`src/rtl/fft_pkg.sv`:
```
// Shared FFT datapath types: sign-magnitude and two's complement samples,
// default frame geometry, and a saturating counter helper.
package fft_pkg;

    localparam int FFT_WIDTH     = 16;
    localparam int FFT_FRAME_LEN = 16;

    typedef struct packed {
        logic                   sign;
        logic [FFT_WIDTH-2:0]   mag;
    } sm_t;

    typedef struct packed {
        sm_t re;
        sm_t im;
    } cplx_sm_t;

    typedef struct packed {
        logic [FFT_WIDTH-1:0] re;
        logic [FFT_WIDTH-1:0] im;
    } cplx_tc_t;

    // 8-bit add of a small increment that sticks at 255 instead of wrapping
    function automatic logic [7:0] sat_add8(
        input logic [7:0] a,
        input logic [1:0] b
    );
        logic [8:0] s;
        s = {1'b0, a} + {7'b0, b};
        return s[8] ? 8'hFF : s[7:0];
    endfunction

endpackage

```
`src/rtl/fixed_point_sm_to_tc.sv`:
```
// Single-component sign-magnitude to two's complement converter.
// Ports: sm_i (sign-magnitude in), tc_o (two's complement out),
//        neg_zero_o (input was sign=1 with zero magnitude).
module fixed_point_sm_to_tc #(
    parameter int WIDTH = 16
) (
    input  logic [WIDTH-1:0] sm_i,
    output logic [WIDTH-1:0] tc_o,
    output logic             neg_zero_o
);

    logic [WIDTH-1:0] mag;

    assign mag = {1'b0, sm_i[WIDTH-2:0]};

    // Negating a zero magnitude yields zero, so negative zero folds to 0
    // and the most-negative code can never appear.
    assign tc_o = sm_i[WIDTH-1] ? (~mag + WIDTH'(1)) : mag;

    assign neg_zero_o = sm_i[WIDTH-1] && (sm_i[WIDTH-2:0] == '0);

endmodule

```
`src/rtl/fixed_point_sm_to_tc_stream.sv`:
```
// Two-stage valid/ready stream converting complex sign-magnitude samples
// to two's complement, with frame-end marker and negative-zero counter.
// Ports: clk, n_rst (sync active-low), clear (sync flush),
//        in_valid/in_ready/in_re/in_im (sign-magnitude input stream),
//        out_valid/out_ready/out_re/out_im/out_last (two's complement output),
//        neg_zero_cnt (saturating count of negative-zero components).
module fixed_point_sm_to_tc_stream
    import fft_pkg::*;
#(
    parameter int WIDTH     = FFT_WIDTH,
    parameter int FRAME_LEN = FFT_FRAME_LEN
) (
    input  logic             clk,
    input  logic             n_rst,
    input  logic             clear,
    input  logic             in_valid,
    output logic             in_ready,
    input  logic [WIDTH-1:0] in_re,
    input  logic [WIDTH-1:0] in_im,
    output logic             out_valid,
    input  logic             out_ready,
    output logic [WIDTH-1:0] out_re,
    output logic [WIDTH-1:0] out_im,
    output logic             out_last,
    output logic [7:0]       neg_zero_cnt
);

    localparam int CNT_W = $clog2(FRAME_LEN);
    localparam logic [CNT_W-1:0] LAST_IDX = CNT_W'(FRAME_LEN - 1);

    logic             s1_valid_q, s1_valid_d;
    logic [WIDTH-1:0] s1_re_q, s1_re_d;
    logic [WIDTH-1:0] s1_im_q, s1_im_d;
    logic             s2_valid_q, s2_valid_d;
    logic [WIDTH-1:0] s2_re_q, s2_re_d;
    logic [WIDTH-1:0] s2_im_q, s2_im_d;
    logic [CNT_W-1:0] cnt_q, cnt_d;
    logic [7:0]       nz_q, nz_d;

    logic             s2_load;
    logic             out_hs;
    logic [WIDTH-1:0] conv_re, conv_im;
    logic             nz_re, nz_im;

    fixed_point_sm_to_tc #(.WIDTH(WIDTH)) u_conv_re (
        .sm_i       (s1_re_q),
        .tc_o       (conv_re),
        .neg_zero_o (nz_re)
    );

    fixed_point_sm_to_tc #(.WIDTH(WIDTH)) u_conv_im (
        .sm_i       (s1_im_q),
        .tc_o       (conv_im),
        .neg_zero_o (nz_im)
    );

    // Stage 2 frees up when empty or when the consumer takes its sample;
    // stage 1 may then load because its content moves on at the same edge.
    assign s2_load  = !s2_valid_q || out_ready;
    assign in_ready = n_rst && !clear && (!s1_valid_q || s2_load);
    assign out_hs   = s2_valid_q && out_ready;

    always_comb begin
        s1_valid_d = s1_valid_q;
        s1_re_d    = s1_re_q;
        s1_im_d    = s1_im_q;
        s2_valid_d = s2_valid_q;
        s2_re_d    = s2_re_q;
        s2_im_d    = s2_im_q;
        cnt_d      = cnt_q;
        nz_d       = nz_q;

        if (clear) begin
            // Data registers keep their values; only the state is flushed
            s1_valid_d = 1'b0;
            s2_valid_d = 1'b0;
            cnt_d      = '0;
            nz_d       = '0;
        end else begin
            if (in_ready) begin
                s1_valid_d = in_valid;
                if (in_valid) begin
                    s1_re_d = in_re;
                    s1_im_d = in_im;
                end
            end

            if (s2_load) begin
                s2_valid_d = s1_valid_q;
                if (s1_valid_q) begin
                    s2_re_d = conv_re;
                    s2_im_d = conv_im;
                    nz_d    = sat_add8(nz_q, {1'b0, nz_re} + {1'b0, nz_im});
                end
            end

            if (out_hs) begin
                cnt_d = (cnt_q == LAST_IDX) ? '0 : cnt_q + CNT_W'(1);
            end
        end
    end

    always_ff @(posedge clk) begin
        if (!n_rst) begin
            s1_valid_q <= 1'b0;
            s1_re_q    <= '0;
            s1_im_q    <= '0;
            s2_valid_q <= 1'b0;
            s2_re_q    <= '0;
            s2_im_q    <= '0;
            cnt_q      <= '0;
            nz_q       <= '0;
        end else begin
            s1_valid_q <= s1_valid_d;
            s1_re_q    <= s1_re_d;
            s1_im_q    <= s1_im_d;
            s2_valid_q <= s2_valid_d;
            s2_re_q    <= s2_re_d;
            s2_im_q    <= s2_im_d;
            cnt_q      <= cnt_d;
            nz_q       <= nz_d;
        end
    end

    assign out_valid    = s2_valid_q;
    assign out_re       = s2_re_q;
    assign out_im       = s2_im_q;
    assign out_last     = s2_valid_q && (cnt_q == LAST_IDX);
    assign neg_zero_cnt = nz_q;

endmodule

```
`config.mk`:
```
export PLATFORM = sky130hd
export DESIGN_NAME = fixed_point_sm_to_tc_stream
export DESIGN_NICKNAME = d
export VERILOG_FILES = /design/src/rtl/fft_pkg.sv /design/src/rtl/fixed_point_sm_to_tc.sv /design/src/rtl/fixed_point_sm_to_tc_stream.sv
export SDC_FILE = /design/constraint.sdc
export NUM_CORES = 1
export LEC_CHECK = 0
export BUFFER_PORTS_ARGS = -buffer_cell sky130_fd_sc_hd__buf_2
export CORE_UTILIZATION = 35
export CTS_CLUSTER_SIZE = 28
export DETAILED_ROUTE_END_ITERATION = 10
export PLACE_DENSITY = 0.66
export SLEW_MARGIN = 20
export SYNTH_ARGS = -nofsm -noshare
export SYNTH_HDL_FRONTEND = slang
export SYNTH_HIERARCHICAL = 1
export SYNTH_SLANG_ARGS = --single-unit
```
`constraint.sdc`:
```
create_clock -name clk -period 5.1 [get_ports clk]
set_clock_uncertainty 0.05 [all_clocks]
set_input_delay 0.51 -clock clk [delete_from_list [all_inputs] [get_ports clk]]
set_output_delay 0.51 -clock clk [all_outputs]
set_load 0.1 [all_outputs]
```
Word-level counts from Yosys, hierarchy flattened. Cells that the tools add are included.

Register bits: 78. Input bits: 37. Output and inout bits: 43.

Add/sub/neg operators: 5. Equal/unequal tests: 1. Mux-type cells: 4. Bitwise gates (word level): 4. Reductions and logical operators: 17.

Operators by type and width (count): $add 16x1->16 const B (2); $mux 16 (2); $not 15->16 (2); $logic_not 15->1 (2); $add 8x2->9 (1); $mux 8 (1); $logic_and 1x1->1 (6); $reduce_and 3->1 (2); $add 4x1->4 const B (1); $eq 4x4->1 const B (1); $mux 4 (1); $logic_not 1->1 (3); $add 1x1->2 (1); $logic_or 1x1->1 (2); $not 1->1 (2); $reduce_and 2->1 (1); $reduce_or 2->1 (1).

Longest topological paths before layout. Gate-level depths: netlist of the first run.

Depth in word-level cells: 5. Gate-level depth with buffers: 11. Gate-level depth less buffers: 11.

Hierarchy. Netlist of the first run, hierarchy kept.

Modules (own cells, without submodules): fixed_point_sm_to_tc_stream (instances 1, cells an instance 359, area each 3108.0 sq um, sequential area each 1561.5 sq um); fixed_point_sm_to_tc (instances 2, cells an instance 49, area each 397.9 sq um, sequential area each 0.0 sq um).

Least setup slack after synthesis of the first run. Ideal clock, no wire load.

Kind: register to output. From: reg s2_valid_q, in the netlist out_valid. To: out in_ready. Data arrival time: 2608 ps. Required time: 4540 ps. Path slack: 1932 ps. Stages on the path, launching flop included: 4. Buffers on the path: 1. Path through: dfxtp_1 -> nor2b_1 -> buf_6 -> a21oi_1.

Word-level cells in the longest chain between the ends: 4.

Ends and longest elaborated chain: from (decl) (RTL line fixed_point_sm_to_tc_stream.sv:34) `logic s2_valid_q, s2_valid_d;`; from (signal assigned) (RTL line fixed_point_sm_to_tc_stream.sv:117) `s2_valid_q <= s2_valid_d;`; $logic_not 1->1 (RTL line fixed_point_sm_to_tc_stream.sv:59) `assign s2_load = !s2_valid_q || out_ready;`; $logic_or 1x1->1 (RTL line fixed_point_sm_to_tc_stream.sv:59); $logic_or 1x1->1 (RTL line fixed_point_sm_to_tc_stream.sv:60) `assign in_ready = n_rst && !clear && (!s1_valid_q || s2_load);`; $logic_and 1x1->1 (RTL line fixed_point_sm_to_tc_stream.sv:60); to (decl) (RTL line fixed_point_sm_to_tc_stream.sv:17) `output logic in_ready,`.

Every way passes these cells.

Worst setup path after layout of the first run.
From: in n_rst. To: out in_ready.

Word-level cells in the longest chain between the ends: 2.

Ends and longest elaborated chain: from (decl) (RTL line fixed_point_sm_to_tc_stream.sv:14) `input logic n_rst,`; $logic_and 1x1->1 (2 in series) (RTL line fixed_point_sm_to_tc_stream.sv:60).

Every way passes these cells.

==> results of run 1 <==
==> layer usage <==
layer	vias to the layer above	share of wire (%)	routed length [um]	global-route usage, %
met3	12	5.0	446	3.57
met4	0	1.3	112	5.58
li1	1647	-	-	-
met5	-	0	0	0
met1	1510	48	4280	20.8
met2	70	46	4080	26.5
==> Yosys cell counts <==
| cell type | n | area, um2 |
|---|---|---|
| nor2_1 | 8 | 30.0 |
| nor4_1 | 1 | 6.26 |
| a21oi_1 | 12 | 60.1 |
| or2_2 | 2 | 12.5 |
| a31oi_1 | 2 | 12.5 |
| o41ai_2 | 8 | 130 |
| nor4_4 | 1 | 21.3 |
| o21ai_0 | 5 | 25.0 |
| mux2i_1 | 2 | 20.0 |
| o41ai_4 | 2 | 55.1 |
| xor2_1 | 1 | 8.76 |
| a211o_1 | 1 | 8.76 |
| buf_2 | 5 | 25.0 |
| o41ai_1 | 2 | 17.5 |
| buf_6 | 9 | 101 |
| xnor2_1 | 28 | 245 |
| nand3_1 | 4 | 20.0 |
| a21boi_0 | 6 | 45.0 |
| nor2b_1 | 3 | 18.8 |
| a211oi_1 | 2 | 15.0 |
| and3_1 | 2 | 12.5 |
| or4_1 | 2 | 15.0 |
| a311oi_1 | 1 | 8.76 |
| clkbuf_1 | 17 | 63.8 |
| ha_1 | 4 | 50.1 |
| o21ai_1 | 2 | 10.0 |
| nand2_1 | 141 | 529 |
| nor3b_1 | 2 | 15.0 |
| a21boi_1 | 60 | 450 |
| and4_1 | 1 | 8.76 |
| nor3_2 | 1 | 10.0 |
| nor3_1 | 7 | 35.0 |
| a211oi_4 | 1 | 20.0 |
| or4_4 | 2 | 22.5 |
| or3_1 | 8 | 50.1 |
| fa_1 | 1 | 20.0 |
| o31ai_1 | 6 | 45.0 |
| inv_1 | 6 | 22.5 |
| nand2b_1 | 6 | 37.5 |
| buf_4 | 5 | 37.5 |
| dfxtp_1 | 78 | 1560 |
==> power by group through the flow <==
stage	clock network [uW]	logic (uW)	registers, uW
2_1_floorplan	0	93.3	652
4_1_cts	606	128	632
5_1_grt	630	138	634
3_5_place_dp	0	127	647
3_3_place_gp	0	123	646
6_report	593	127	632
==> state kept, by name, indices dropped and copies added, names as in the netlist <==
| register | cells |
|---|---|
| out_im | 16 |
| out_re | 16 |
| s1_im_q | 16 |
| s1_re_q | 16 |
| neg_zero_cnt | 8 |
| cnt_q | 4 |
| out_valid | 1 |
| s1_valid_q | 1 |
==> cell families (layout without fill, tap and decap cells) <==
group	count (synthesis)	count (layout)	synth area share, %
xor gates and xnor gates	29	29	6.51
DFF	78	78	40.0
buffers and inverters	42	102	6.41
muxes	2	2	0.513
AOI/OAI and AO/OA	110	110	23.1
and+or+nand+nor	191	191	21.6
adders and majority gates	5	5	1.79
==> cell type report <==
type | count | area [um2]
Sequential cell | 78 | 1560
Inverter | 6 | 22.5
Multi-Input combinational cell | 337 | 2100
Clock buffer | 11 | 131
Tap cell | 140 | 175
Timing Repair Buffer | 81 | 430
Clock inverter | 4 | 120
Fill cell | 1115 | 6300
==> worst max-delay path, cell delays in order <==
cell and delay [ns]:
buf_2 0.69, nand2b_1 0.60, a21oi_1 0.26, buf_2 0.46
==> worst max path at each step <==
stage | start | to
floorplan | out_valid$_SDFFE_PN0P_ | in_ready
global placement | n_rst | s1_im_q[0]$_SDFFE_PN0P_
detailed placement | n_rst | s1_im_q[3]$_SDFFE_PN0P_
CTS | n_rst | in_ready
global route | n_rst | in_ready
finish | n_rst | in_ready
==> metrics by stage <==
| step | cell area [um2] | utilization, % | hold slack (ns) |
|---|---|---|---|
| floorplan | 3900 | - | 0.384 |
| global placement | 4260 | 39.3 | 0.391 |
| detailed placement | 4290 | 39.6 | 0.395 |
| CTS | 4540 | 41.9 | 0.337 |
| global route | 4540 | 41.9 | 0.343 |
| finish | 4540 | 41.9 | 0.346 |
==> placed cells by master, fill, tap and decap left out, types with 2 or more instances in the layout <==
cell,Yosys,final
a211oi_1,2,2
a21boi_0,6,6
a21boi_1,60,60
a21oi_1,12,12
a31oi_1,2,2
and3_1,2,2
buf_2,5,79
bufinv_16,0,4
clkbuf_1,17,2
clkbuf_8,0,9
dfxtp_1,78,78
ha_1,4,4
inv_1,6,6
mux2i_1,2,2
nand2_1,141,141
nand2b_1,6,6
nand3_1,4,4
nor2_1,8,8
nor2b_1,3,3
nor3_1,7,7
nor3b_1,2,2
o21ai_0,5,5
o21ai_1,2,2
o31ai_1,6,6
o41ai_1,2,2
o41ai_2,8,8
o41ai_4,2,2
or2_2,2,2
or3_1,8,7
or4_1,2,2
or4_4,2,2
xnor2_1,28,28
==> results.toml, run 1 <==
[sta]
post-route-period-util_pct = 60.8
rsz0062_at_grt = "false"
layout_setup_ws_ns = 2.00
slew_viol_final = 0
max_freq_mhz = 323
fin_setup_tns_ns = 0
tightest_slew_ns = 1.03
period_minus_slack_ns = 3.10
slew_headroom_pct = 31.4
hold_viol = 0
setup_violations = 0

[pwr]
p_clk_share_pct = 43.8
power.internal_uw = 1040
p_switching_uw = 313
pwr-share-seq_pct = 46.7
p_sw_share_pct = 23.2
power_uw = 1350
p_per_area_nw_per_um2 = 298
power.leakage_uw = 0.00178
vdd.ir_drop.worst_uv = 140
combPwrFrac_pct = 9.4

[global_routing]
first_global_vias = 3089
grt_first_pass_wirelength_mm = 14.8
grt_usage_pct = 16.1
grt_overflow = 0
antenna_found_initial = 0
grt_max_degree = 66

[placed_design]
dp_slack_ns = 1.76
hpwlAfterDp_mm = 6.26
place_inst = 642
gp_congestion = 0.807
port_buffers = 79

[die]
dieArea_um2 = 11600
dieWidth_um = 108
rows = 38
initial_core_util_pct = 36.0
ioPinCount = 80
die_y_um = 108
core_um2 = 10800

[critical_path]
cp-start-kind = "input port"
worstPathRequired_ns = 4.54
r2r_cells = 8
path_class = "input port to output pin"
setup.worst_path.end_class = "output pin"
cp.arrival_ns = 2.54
critPathMaxFanout = 65
reg2reg_from = "s1_im_q[6]$_SDFFE_PN0P_"
rr_endpoint = "neg_zero_cnt[1]$_SDFFE_PN0P_"
reg2reg_slack_ns = 2.36

[synth]
synth_cell_types = 41
yosys_warnings = 6
synth_nets = 499
synthCells = 457
synth-seq-area-share_pct = 40.0
synth_area_um2 = 3900
synth-seq-cells = 78
syn_avg_cell_area_um2 = 8.54

[route]
dr.pass1.iters = 5
postRouteAntennaNets = 0
post_drt_via_cell_ratio = 4.93
drc = 0
vias = 3239
first_iter_violations = 134
routed_wirelength_mm = 8.92
wire_per_inst_um = 13.6

[cts]
clock_path_buffers = 2
clkLatencyLatePin_ns = 0.35
cts.clk_slew.worst_paths_ns = 0.08
ctsResizeCount = 0
cts_tree = "done"
cts_hold_buf = 0
ctsHtreeMaxLevel = 3
cts-root-buf = "clkbuf_8"
postCtsSetupRepairBufs = 0
cts.sinks = 78
numCtsBuffers = 9

[hold_path]
min_path_type = "input port to register"
hold_path_depth = 3
holdPathEnd = "s1_re_q[6]$_SDFFE_PN0P_"
min_from = "in_re[6]"

[cells_and_area]
nets = 555
layout-drive-gt1-share_pct = 21.7
final_cell_count_no_fill = 657
syn_to_final_growth_pct = 16.3
n_antenna_cell = 0

[outcome]
run_status = "complete, no violations"

[run]
cap_violations = 0
No activity file was read; power rests on OpenSTA's default activity.
==> run 2: changes to the inputs <==
==> constraint.sdc (replaced) <==
create_clock -name clk -period 3.1 [get_ports clk]
set_clock_uncertainty 0.05 [all_clocks]
set_input_delay 0.31 -clock clk [delete_from_list [all_inputs] [get_ports clk]]
set_output_delay 0.31 -clock clk [all_outputs]
set_load 0.1 [all_outputs]
==> run 2 against run 1 <==
  * Final area grew 0.47%
  * Setup slack got worse by 1.5 ns
  * Non-clock buffer count is 8 higher
  * Sequential power grew 65%
  * Core utilization is 0.20 points higher
  * Count of clock-buffer cells in the layout unchanged
  * Die area is the same
  * Power rose by 55%
  * Global-route usage shrank 0.30 points
  * Hold slack worse by 0.20 ns
  * Via count fell by 0.59%
  * Largest cell class unchanged
==> results.toml, run 2 (same netlist as run 1, synthesis figures left out) <==
[cts]
cts.clk_slew.worst_paths_ns = 0.08
cts-root-buf = "clkbuf_8"
clock_path_buffers = 2
numCtsBuffers = 9
cts.sinks = 78
ctsHtreeMaxLevel = 3
postCtsSetupRepairBufs = 0
ctsResizeCount = 0
cts_tree = "done"
cts_hold_buf = 0
clkLatencyLatePin_ns = 0.35

[die]
core_um2 = 10800
dieWidth_um = 108
rows = 38
dieArea_um2 = 11600
ioPinCount = 80
initial_core_util_pct = 36.0
die_y_um = 108

[global_routing]
grt_first_pass_wirelength_mm = 14.5
grt_overflow = 0
grt_usage_pct = 15.8
first_global_vias = 3117
antenna_found_initial = 0
grt_max_degree = 65

[sta]
slew_viol_final = 0
hold_viol = 0
setup_violations = 0
fin_setup_tns_ns = 0
slew_headroom_pct = 55.6
rsz0062_at_grt = "false"
max_freq_mhz = 381
period_minus_slack_ns = 2.62
tightest_slew_ns = 0.664
post-route-period-util_pct = 84.6
holdWs_ns = 0.145

[pwr]
p_sw_share_pct = 24.2
p_switching_uw = 507
vdd.ir_drop.worst_uv = 186
p_clk_share_pct = 40.4
p_per_area_nw_per_um2 = 460
power.leakage_uw = 0.00181
combPwrFrac_pct = 10.2
power.internal_uw = 1590
pwr-share-seq_pct = 49.4

[route]
routed_wirelength_mm = 8.69
dr.pass1.iters = 4
post_drt_via_cell_ratio = 4.84
first_iter_violations = 111
postRouteAntennaNets = 0
wire_per_inst_um = 13.1
drc = 0
vias = 3220

[placed_design]
hpwlAfterDp_mm = 6.34
gp_congestion = 0.809
port_buffers = 79

[critical_path]
path_class = "register to register"
worstPathRequired_ns = 3.29
setup.worst_path.end_class = "register"
cpPeakStageDelay_ns = 0.64
cp-start-kind = "register"
crit_path_top_delay_cell = "or4_4"
cp.arrival_ns = 2.81
critPathMaxFanout = 10
crit_chain = "or4_4 -> nor3_1 -> and3_1 -> fa_1 -> ha_1 -> nor3b_1 -> nor3b_1 -> nor3_1"

[cells_and_area]
n_antenna_cell = 0
nets = 563
mostFrequentLayoutCells = "nand2_1 (141), buf_2 (79), dfxtp_1 (78), a21boi_1 (60), xnor2_1 (28)"
final_common_cell = "nand2_1"
syn_to_final_growth_pct = 16.9
layout-drive-gt1-share_pct = 23.0

[run]
cap_violations = 0

[hold_path]
min_path_type = "input port to register"

[outcome]
run_status = "complete, no violations"
run 2: cell types whose count changed in the layout (fill, tap and decap cells not counted), sizes merged:
cell	previous run	this run
buf	81	89
bufinv	4	2
clkinv	0	2
run 2: worst paths after layout:
kind,from,end,slack [ns],depth (start not counted)
max reg2reg,s1_re_q[6]$_SDFFE_PN0P_,neg_zero_cnt[4]$_SDFFE_PN0P_,0.48,8
min reg2reg,out_im[10]$_SDFFE_PN0P_,out_im[10]$_SDFFE_PN0P_,0.40,2
min,in_im[2],s1_im_q[2]$_SDFFE_PN0P_,0.15,3
max,s1_re_q[6]$_SDFFE_PN0P_,neg_zero_cnt[4]$_SDFFE_PN0P_,0.48,8
run 2: worst max-delay path: cells and delay by family (launching register included):
| family | cells | cell delay [ns] |
|---|---|---|
| simple gates | 6 | 1.71 |
| fa+ha+maj | 2 | 0.42 |
| flops | 1 | 0.34 |
run 2: area by class of cell:
class / count / area (um2)
clock inverters: 4 / 70.1
inverters: 6 / 22.5
flip-flops and latches: 78 / 1560
repair buffers: 89 / 483
multi-input cells: 337 / 2100
fillers: 1139 / 6280
clock buffers: 11 / 151
well taps: 140 / 175
run 2: power groups by stage:
stage | clock (uW) | sequential (uW) | combinational [uW]
floorplan | 0 | 1070 | 153
global placement | 0 | 1060 | 213
detailed placement | 0 | 1060 | 216
CTS | 873 | 1040 | 217
global route | 928 | 1040 | 233
finish | 848 | 1040 | 214
run 2: per-layer routing:
metal  vias up  part of all wire, %  global-route usage (%)  routed length, um
met1      1485                   48                    20.7               4150
met5         -                    0                       0                  0
met4         0                  1.2                    4.70                101
li1       1663                    -                       -                  -
met3        10                  5.5                    3.93                476
met2        62                   46                    25.5               3970
run 2: through the flow:
stage / cell area [um2] / instances / util [%] / total power (uW) / setup WS [ns]
after floorplan: 3900 / 457 / - / 1230 / 0.132
after global placement: 4340 / 650 / 40.0 / 1270 / 0.528
after detailed placement: 4340 / 650 / 40.0 / 1270 / 0.471
after CTS: 4560 / 665 / 42.1 / 2130 / 0.465
after global routing: 4560 / 665 / 42.1 / 2200 / 0.242
final: 4560 / 665 / 42.1 / 2100 / 0.477
==> run 3: changes to the inputs <==
--- a/config.mk
+++ b/config.mk
@@ -9,7 +9,7 @@
 export CORE_UTILIZATION = 35
 export CTS_CLUSTER_SIZE = 28
 export DETAILED_ROUTE_END_ITERATION = 10
-export PLACE_DENSITY = 0.66
+export PLACE_DENSITY = 0.68
 export SLEW_MARGIN = 20
 export SYNTH_ARGS = -nofsm -noshare
 export SYNTH_HDL_FRONTEND = slang
==> constraint.sdc (replaced) <==
create_clock -name clk -period 2.3 [get_ports clk]
set_clock_uncertainty 0.05 [all_clocks]
set_input_delay 0.23 -clock clk [delete_from_list [all_inputs] [get_ports clk]]
set_output_delay 0.23 -clock clk [all_outputs]
set_load 0.1 [all_outputs]
==> run 3 against run 2 <==
  * Combinational power grew 62%
  * Die area unchanged
  * Flip-flop and latch count unchanged
  * Non-clock buffer count rose by 24
  * Sequential share of layout area down 1.9 points
  * Register-to-register slack got worse by 0.41 ns
  * Final area rose by 6.1%
  * Largest cell class unchanged
  * Cell count is 3.8% higher
  * Clock power increased by 36%
  * Maximum frequency increased by 17%
==> results.toml, run 3 (same netlist as run 1, synthesis figures left out) <==
[cts]
cts.sinks = 78
cts-root-buf = "clkbuf_8"
clock_path_buffers = 2
ctsHtreeMaxLevel = 3
postCtsSetupRepairBufs = 0
cts.clk_slew.worst_paths_ns = 0.09
cts_hold_buf = 0
clkLatencyLatePin_ns = 0.36
numCtsBuffers = 9
cts_tree = "done"

[cells_and_area]
final_common_cell = "nand2_1"
design_area_um2 = 4840
syn_to_final_growth_pct = 24.0
nets = 587
mostFrequentLayoutCells = "nand2_1 (140), buf_2 (78), dfxtp_1 (76), a21boi_1 (60), buf_4 (33)"
layout-drive-gt1-share_pct = 29.6
n_antenna_cell = 0

[critical_path]
crit_path_top_delay_cell = "or4_4"
path_class = "register to register"
cp-start-kind = "register"
path_buf_inv = 0
setup.worst_path.end_class = "register"
rr_endpoint = "neg_zero_cnt[4]$_SDFFE_PN0P_"
crit_start = "s1_re_q[6]$_SDFFE_PN0P_"
reg2reg_from = "s1_re_q[6]$_SDFFE_PN0P_"
reg2reg_slack_ns = 0.07
path_delay_family = "simple AND/OR/NAND/NOR gates"
cpPeakStageDelay_ns = 0.53
crit_chain = "or4_4 -> nor3_2 -> and3_4 -> fa_2 -> ha_4 -> nor3b_4 -> nor3b_2 -> nor3_1"
critPathMaxFanout = 4
r2r_cells = 8
worstSetupPathDepth = 8
worstPathRequired_ns = 2.49
crit_path_end = "neg_zero_cnt[4]$_SDFFE_PN0P_"
cp.arrival_ns = 2.42

[die]
die_y_um = 108
core_um2 = 10800
rows = 38
dieArea_um2 = 11600
dieWidth_um = 108
ioPinCount = 80
initial_core_util_pct = 36.0

[route]
first_iter_violations = 131
routed_wirelength_mm = 9.18
vias = 3314
wire_per_inst_um = 13.3
postRouteAntennaNets = 0
dr.pass1.iters = 4
drc = 0
post_drt_via_cell_ratio = 4.80

[sta]
layout_setup_ws_ns = 0.0672
tightest_slew_ns = 0.721
period_minus_slack_ns = 2.23
post-route-period-util_pct = 97.1
setup_violations = 0
max_freq_mhz = 448
hold_viol = 0
slew_headroom_pct = 51.8
holdWs_ns = 0.0592
rsz0062_at_grt = "true"
fin_setup_tns_ns = 0
slew_viol_final = 0

[global_routing]
grt_overflow = 0
first_global_vias = 3184
grt_first_pass_wirelength_mm = 15.3
antenna_found_initial = 0
grt_max_degree = 65
grt_usage_pct = 16.8

[run]
cap_violations = 0

[pwr]
vdd.ir_drop.worst_uv = 353
p_per_area_nw_per_um2 = 595
power.leakage_uw = 0.00193

[placed_design]
hpwlAfterDp_mm = 6.64
dp_slack_ns = 0.0162
place_area_um2 = 4560
gp_congestion = 0.847
port_buffers = 79

[outcome]
run_status = "complete, no violations"

[hold_path]
min_path_type = "input port to register"
run 3: changes by cell type in the layout (fill, tap and decap cells not counted), sizes merged:
cell / delta
clkinvlp: +3
clkinv: -2
buf: +24
run 3: worst min path at each step:
stage          depth (start not counted)                       to                    from  slack, ns
3_5_place_dp                           2   out_im[9]$_SDFFE_PN0P_  out_im[9]$_SDFFE_PN0P_       0.39
5_1_grt                                3  s1_im_q[3]$_SDFFE_PN0P_                in_im[3]       0.05
2_1_floorplan                          2  s1_valid_q$_SDFFE_PN0P_                in_valid       0.30
4_1_cts                                3  s1_im_q[6]$_SDFFE_PN0P_                in_im[6]       0.06
3_3_place_gp                           2   out_im[0]$_SDFFE_PN0P_  out_im[0]$_SDFFE_PN0P_       0.39
6_report                               3  s1_im_q[6]$_SDFFE_PN0P_                in_im[6]       0.06
run 3: repair_timing:
item,in CTS,in global routing
gates resized for setup,2,10
endpoints found under the hold margin,0,0
endpoints found under the setup margin,1,9
pin swaps,0,6
run 3: per-stage QoR:
step | util (%) | total power (uW) | cells
after CTS | 44.2 | 2900 | 689
after detailed placement | 42.1 | 1760 | 673
after global routing | 44.7 | 3010 | 690
after floorplan | - | 1650 | 457
final | 44.7 | 2880 | 690
after global placement | 42.1 | 1750 | 673
run 3: worst min-delay path: stages:
cell      delay (ns)
buf_2           0.10
nand2_1         0.05
a21boi_1        0.05
run 3: layer usage:
metal  part of all wire [%]  global-route usage [%]
met1                     48                    22.8
met2                     46                    27.2
met3                    4.8                    2.72
met4                    1.1                    5.58
met5                      0                       0
run 3: power by group:
part	total, uW	switching, uW	internal [uW]	leakage (uW)
Combinational	347	202	145	0.00119
Sequential	1390	15.8	1370	0.000632
Clock	1150	506	641	0.000102
Total	2880	723	2160	0.00193
run 3: layout make-up:
class / instances / area [um2]
sequential: 78 / 1560
clock buffer: 11 / 141
fill: 1104 / 6000
inverter: 6 / 22.5
timing repair buffer: 113 / 673
clock inverter: 5 / 82.6
multi-input combinational: 337 / 2180
tap: 140 / 175
